$ cat src/rtl/serial_addsub_if.sv
// Request/response bundle for the digit-serial adder/subtractor.
// The master side drives the operands and start; the slave side returns status and result.
interface serial_addsub_if #(
    parameter int WIDTH = 8
);
    logic             start;
    logic             sub;
    logic [WIDTH-1:0] a;
    logic [WIDTH-1:0] b;
    logic             cin;
    logic             busy;
    logic             done;
    logic [WIDTH-1:0] sum;
    logic             cout;
    logic             ovf;

    modport master (
        output start, sub, a, b, cin,
        input  busy, done, sum, cout, ovf
    );

    modport slave (
        input  start, sub, a, b, cin,
        output busy, done, sum, cout, ovf
    );
endinterface

$ cat src/rtl/serial_addsub.sv
// Purpose: WIDTH-bit add/subtract computed DIGIT bits per clock through a registered-carry ripple slice.
// Latency: start accepted at edge k, done pulses and sum/cout/ovf are valid after edge k+WIDTH/DIGIT.
// Backpressure: start is ignored while busy; a start in the done cycle is accepted back-to-back.
module serial_addsub #(
    parameter int WIDTH = 8,
    parameter int DIGIT = 1
) (
    input  logic           clk,
    input  logic           rst_n,
    serial_addsub_if.slave io
);
    localparam int STEPS = WIDTH / DIGIT;
    localparam int CW    = (STEPS > 1) ? $clog2(STEPS) : 1;

    typedef enum logic [1:0] {IDLE, RUN, DONE} state_t;

    state_t           state;
    logic [WIDTH-1:0] a_sr;
    logic [WIDTH-1:0] b_sr;
    logic [WIDTH-1:0] res_sr;
    logic             carry;
    logic             sub_q;
    logic [CW-1:0]    cnt;
    logic             busy_q;
    logic             done_q;
    logic [WIDTH-1:0] sum_q;
    logic             cout_q;
    logic             ovf_q;

    logic [DIGIT-1:0] a_dig;
    logic [DIGIT-1:0] b_dig;
    logic [DIGIT-1:0] dsum;
    logic [DIGIT:0]   cc;
    logic [WIDTH-1:0] res_next;

    // One digit of full adders; cc[DIGIT-1] is the carry into the operand MSB on the last step.
    always_comb begin
        a_dig = a_sr[DIGIT-1:0];
        b_dig = b_sr[DIGIT-1:0] ^ {DIGIT{sub_q}};
        cc    = '0;
        cc[0] = carry;
        dsum  = '0;
        for (int i = 0; i < DIGIT; i++) begin
            dsum[i]  = a_dig[i] ^ b_dig[i] ^ cc[i];
            cc[i+1]  = (a_dig[i] & b_dig[i]) | (cc[i] & (a_dig[i] ^ b_dig[i]));
        end
        res_next = (res_sr >> DIGIT) | (WIDTH'(dsum) << (WIDTH - DIGIT));
    end

    always_ff @(posedge clk or negedge rst_n) begin
        if (!rst_n) begin
            state  <= IDLE;
            a_sr   <= '0;
            b_sr   <= '0;
            res_sr <= '0;
            carry  <= 1'b0;
            sub_q  <= 1'b0;
            cnt    <= '0;
            busy_q <= 1'b0;
            done_q <= 1'b0;
            sum_q  <= '0;
            cout_q <= 1'b0;
            ovf_q  <= 1'b0;
        end else begin
            case (state)
                IDLE, DONE: begin
                    done_q <= 1'b0;
                    if (io.start) begin
                        a_sr   <= io.a;
                        b_sr   <= io.b;
                        sub_q  <= io.sub;
                        // Subtract runs as a + ~b + ~borrow_in.
                        carry  <= io.cin ^ io.sub;
                        cnt    <= '0;
                        busy_q <= 1'b1;
                        state  <= RUN;
                    end else begin
                        state  <= IDLE;
                    end
                end
                RUN: begin
                    a_sr   <= a_sr >> DIGIT;
                    b_sr   <= b_sr >> DIGIT;
                    res_sr <= res_next;
                    carry  <= cc[DIGIT];
                    cnt    <= cnt + 1'b1;
                    if (cnt == CW'(STEPS - 1)) begin
                        sum_q  <= res_next;
                        cout_q <= cc[DIGIT];
                        ovf_q  <= cc[DIGIT] ^ cc[DIGIT-1];
                        busy_q <= 1'b0;
                        done_q <= 1'b1;
                        state  <= DONE;
                    end
                end
                default: begin
                    busy_q <= 1'b0;
                    done_q <= 1'b0;
                    state  <= IDLE;
                end
            endcase
        end
    end

    assign io.busy = busy_q;
    assign io.done = done_q;
    assign io.sum  = sum_q;
    assign io.cout = cout_q;
    assign io.ovf  = ovf_q;
endmodule

$ cat src/flat_wrapper.sv
// flat-port wrapper written by rule: the top's interface ports become plain ports
module serial_addsub_flat 
#(
    parameter int WIDTH = 8,
    parameter int DIGIT = 1
)
  (clk, rst_n, io_start, io_sub, io_a, io_b, io_cin, io_busy, io_done, io_sum, io_cout, io_ovf);
  serial_addsub_if #(.WIDTH(WIDTH)) io_i ();
  input  logic clk;
  input  logic rst_n;
  input wire logic [$bits(io_i.start)-1:0] io_start;
  input wire logic [$bits(io_i.sub)-1:0] io_sub;
  input wire logic [$bits(io_i.a)-1:0] io_a;
  input wire logic [$bits(io_i.b)-1:0] io_b;
  input wire logic [$bits(io_i.cin)-1:0] io_cin;
  output wire logic [$bits(io_i.busy)-1:0] io_busy;
  output wire logic [$bits(io_i.done)-1:0] io_done;
  output wire logic [$bits(io_i.sum)-1:0] io_sum;
  output wire logic [$bits(io_i.cout)-1:0] io_cout;
  output wire logic [$bits(io_i.ovf)-1:0] io_ovf;
  assign io_i.start = io_start;
  assign io_i.sub = io_sub;
  assign io_i.a = io_a;
  assign io_i.b = io_b;
  assign io_i.cin = io_cin;
  assign io_busy = io_i.busy;
  assign io_done = io_i.done;
  assign io_sum = io_i.sum;
  assign io_cout = io_i.cout;
  assign io_ovf = io_i.ovf;
  serial_addsub #(.WIDTH(WIDTH), .DIGIT(DIGIT)) u_core (.clk(clk), .rst_n(rst_n), .io(io_i));
endmodule
$ cat config.mk
export PLATFORM = sky130hd
export DESIGN_NAME = serial_addsub_flat
export DESIGN_NICKNAME = d
export VERILOG_FILES = /design/src/rtl/serial_addsub_if.sv /design/src/rtl/serial_addsub.sv /design/src/flat_wrapper.sv
export SDC_FILE = /design/constraint.sdc
export NUM_CORES = 1
export LEC_CHECK = 0
export ABC_AREA = 0
export CAP_MARGIN = 10
export CORE_ASPECT_RATIO = 1.5
export CORE_MARGIN = 2
export CORE_UTILIZATION = 50
export DETAILED_ROUTE_END_ITERATION = 10
export PLACE_DENSITY = 0.82
export RECOVER_POWER = 50
export SYNTH_ARGS = -nofsm -noshare
export SYNTH_HDL_FRONTEND = slang
export SYNTH_SLANG_ARGS = --single-unit
export TNS_END_PERCENT = 100
$ cat constraint.sdc
create_clock -name clk -period 2.62 [get_ports clk]
set_input_delay 0.262 -clock clk [delete_from_list [all_inputs] [get_ports clk]]
set_output_delay 0.262 -clock clk [all_outputs]
set_load 0.02 [all_outputs]
==> impl_metrics.yaml <==
sta:
  setup_viol: 0
  fmax_mhz: 571.5
  min_period_over_period_pct: 66.78
  setup_ws_ns: 0.8703
  finalHoldViolCount: 0
  slew_violations: 42
  tns_ns: 0
  relSlewSlack_pct: -38.05
  rsz0062_at_grt: "no"
  tightestPinTransition_ns: 2.071
  skew_ns: 0.008635
  min_period_ns: 1.750
critical_path:
  path_cells: "ha_1 -> ha_1 -> nand3b_1 -> mux2_2"
  cp-end-kind: "flip-flop"
  cp.depth: 4
  ff2ff_path_depth: 4
  critical_path_required_ns: 2.80
  slowest_delay_ns: 0.42
  cp_slowest_cell: "nand3b_1"
  critPathBufInv: 0
  critPathKind: "flip-flop to flip-flop"
  critPathTopFamily: "simple AND/OR/NAND/NOR gates"
  cpMostUsedCell: "ha_1"
  cp.arrival_ns: 1.93
  cp_max_fo: 14
  critPathLaunchType: "flip-flop"
finish:
  drive_above_1_share_pct: 12.21
  seq_area_um2: 1026
  mostFrequentLayoutCells: "41 x dfrtp_1, 31 x clkdlybuf4s50_1, 23 x nand2_1, 17 x a22o_1, 13 x a21o_1"
  multiInputGateArea_um2: 611.8
  finalNetCount: 195
  fillers: 265
  antenna_cells: 0
  area_growth_pct: 27.97
  layout_commonest_cell: "dfrtp_1"
pwr:
  p_leak_nw: 1.077
  total_power_mw: 2.850
  power.density_nw_per_um2: 1314
  peakVddDrop_mv: 0.7513
worst_hold_path:
  whs_path_depth: 2
  worstHoldPathType: "flip-flop to flip-flop"
cts:
  cts_buffers: 5
  cts_root_buffer: "clkbuf_8"
  clockBufferDepth: 2
  cts_setup_buffers: 0
  clock_sinks: 41
  cts_resized: 0
  clk_pin_slew_worst_paths_ns: 0.08
  insertion_delay_ns: 0.30
  htree_num_levels: 2
  cts_tree: "built"
  holdBufCountCts: 0
placement:
  dp_hpwl_mm: 2.125
  place_ws_ns: 0.7758
  numPortBuffers: 32
  gp_congestion: 0.7119
route:
  wl_per_cell_um: 14.49
  detail-route-antenna-nets: 0
  finalWirelength_mm: 3.071
  drc: 0
  dr.pass1.iters: 4
  vias: 1164
  viasPerCell: 5.491
  drt_iter0_markers: 21
logic_synthesis:
  synth_nets: 161
  synthCells: 137
  avgSynthCellArea_um2: 12.38
  synth-seq-area-share_pct: 60.52
  synth_area_um2: 1695
  synth_warnings: 0
  ys_ff_latch: 41
  synth_cell_types: 22
floorplanning:
  die_area_um2: 3882
  die_y_um: 75.32
  die_w_um: 51.55
  io_pins: 33
  coreArea_um2: 3191
  start_util_pct: 53.14
  fp-row-count: 25
global_route:
  grt_pass1_vias: 1183
  track_usage_pct: 19.02
  overflow: 0
  grt_pass1_wl_mm: 5.326
  grt_max_degree: 42
  antenna_found_initial: 0
flow_run:
  cap_violations: 1
run_status:
  outcome: "finished, violations left"
  failed_checks: "capacitance limit, slew limit"
[state kept, by name, summed over array words and instances (netlist names)]
signal,count
u_core.a_sr,8
u_core.b_sr,8
u_core.io.sum,8
u_core.res_sr,7
u_core.cnt,3
u_core.state,2
u_core.carry,1
u_core.io.busy,1
u_core.io.cout,1
u_core.io.ovf,1
u_core.sub_q,1
[per-layer routing]
layer / track usage [%] / part of all wire, % / up-vias
met5: 0 / 0 / -
met4: 10.23 / 2.2 / 0
met3: 4.902 / 4.3 / 8
met2: 32.91 / 54 / 32
met1: 21.47 / 39 / 582
li1: - / - / 542
[cell type report]
| cell class | count | share of cell area, % |
|---|---|---|
| Clock buffer | 5 | 3.172 |
| Multi-Input combinational cell | 85 | 28.20 |
| Clock inverter | 3 | 2.999 |
| Timing Repair Buffer | 35 | 15.51 |
| Inverter | 3 | 0.5190 |
| Tap cell | 40 | 2.307 |
| Sequential cell | 41 | 47.29 |
[worst min-delay path: cells and delay by family (launching register included)]
kind          cells  cell delay, ns
flops             1            0.35
simple gates      2            0.10
[stage by stage]
step	hold WS, ns	std cells	utilization, %	instance area (um^2)
6_report	0.4753	212	68.00	2170
5_1_grt	0.5085	212	68.00	2170
4_1_cts	0.1033	212	68.04	2171
3_5_place_dp	0.4287	204	63.84	2037
3_3_place_gp	0.4153	204	63.84	2037
2_1_floorplan	-0.03359	137	-	1695
[cells by family (layout without fill, tap and decap cells)]
group / count (synthesis) / count (layout) / share of synthesized area (%)
buffers and inverters: 11 / 46 / 3.395
AO/OA/AOI/OAI: 38 / 38 / 17.64
flip-flops: 41 / 41 / 60.52
AND/OR/NAND/NOR: 32 / 32 / 8.265
adder cells (fa/ha/maj): 3 / 3 / 2.657
multiplexers: 9 / 9 / 5.978
XOR/XNOR: 3 / 3 / 1.550
[Yosys cell counts (all sizes together)]
cell     n  area (um^2)
a21o    13        97.59
mux2     9        101.4
a22o    17        148.9
inv      3        11.26
clkbuf   1        3.750
nand3b   1        7.510
dfrtp   41         1026
xnor2    1        8.760
nand2   23        86.33
nor2b    2        12.51
nor2     4        22.52
nor3     1        5.000
o21bai   1        7.510
o21ai    5        25.02
fa       1        20.02
xor2     2        17.52
a221o    2        20.02
nand2b   1        6.260
buf      7        42.54
ha       2        25.02
[power by group]
group | internal [mW] | leakage (nW) | switching, mW
logic | 0.588 | 0.500 | 0.563
registers | 0.931 | 0.509 | 0.176
clock network | 0.378 | 0.0681 | 0.214
[worst paths after layout]
path                                           endpoint  slack, ns                          from
max in group asynchronous  u_core.io.sum[4]$_DFFE_PN0P_       0.88                         rst_n
setup reg to reg           u_core.io.sum[5]$_DFFE_PN0P_       0.87     u_core.cnt[0]$_DFFE_PN0P_
hold / removal             u_core.res_sr[1]$_DFFE_PN0P_       0.48  u_core.res_sr[1]$_DFFE_PN0P_
min in group asynchronous  u_core.res_sr[1]$_DFFE_PN0P_       0.55                         rst_n
setup / recovery           u_core.io.sum[5]$_DFFE_PN0P_       0.87     u_core.cnt[0]$_DFFE_PN0P_
hold reg to reg            u_core.res_sr[1]$_DFFE_PN0P_       0.48  u_core.res_sr[1]$_DFFE_PN0P_
Power figures use the tool's default switching activity.
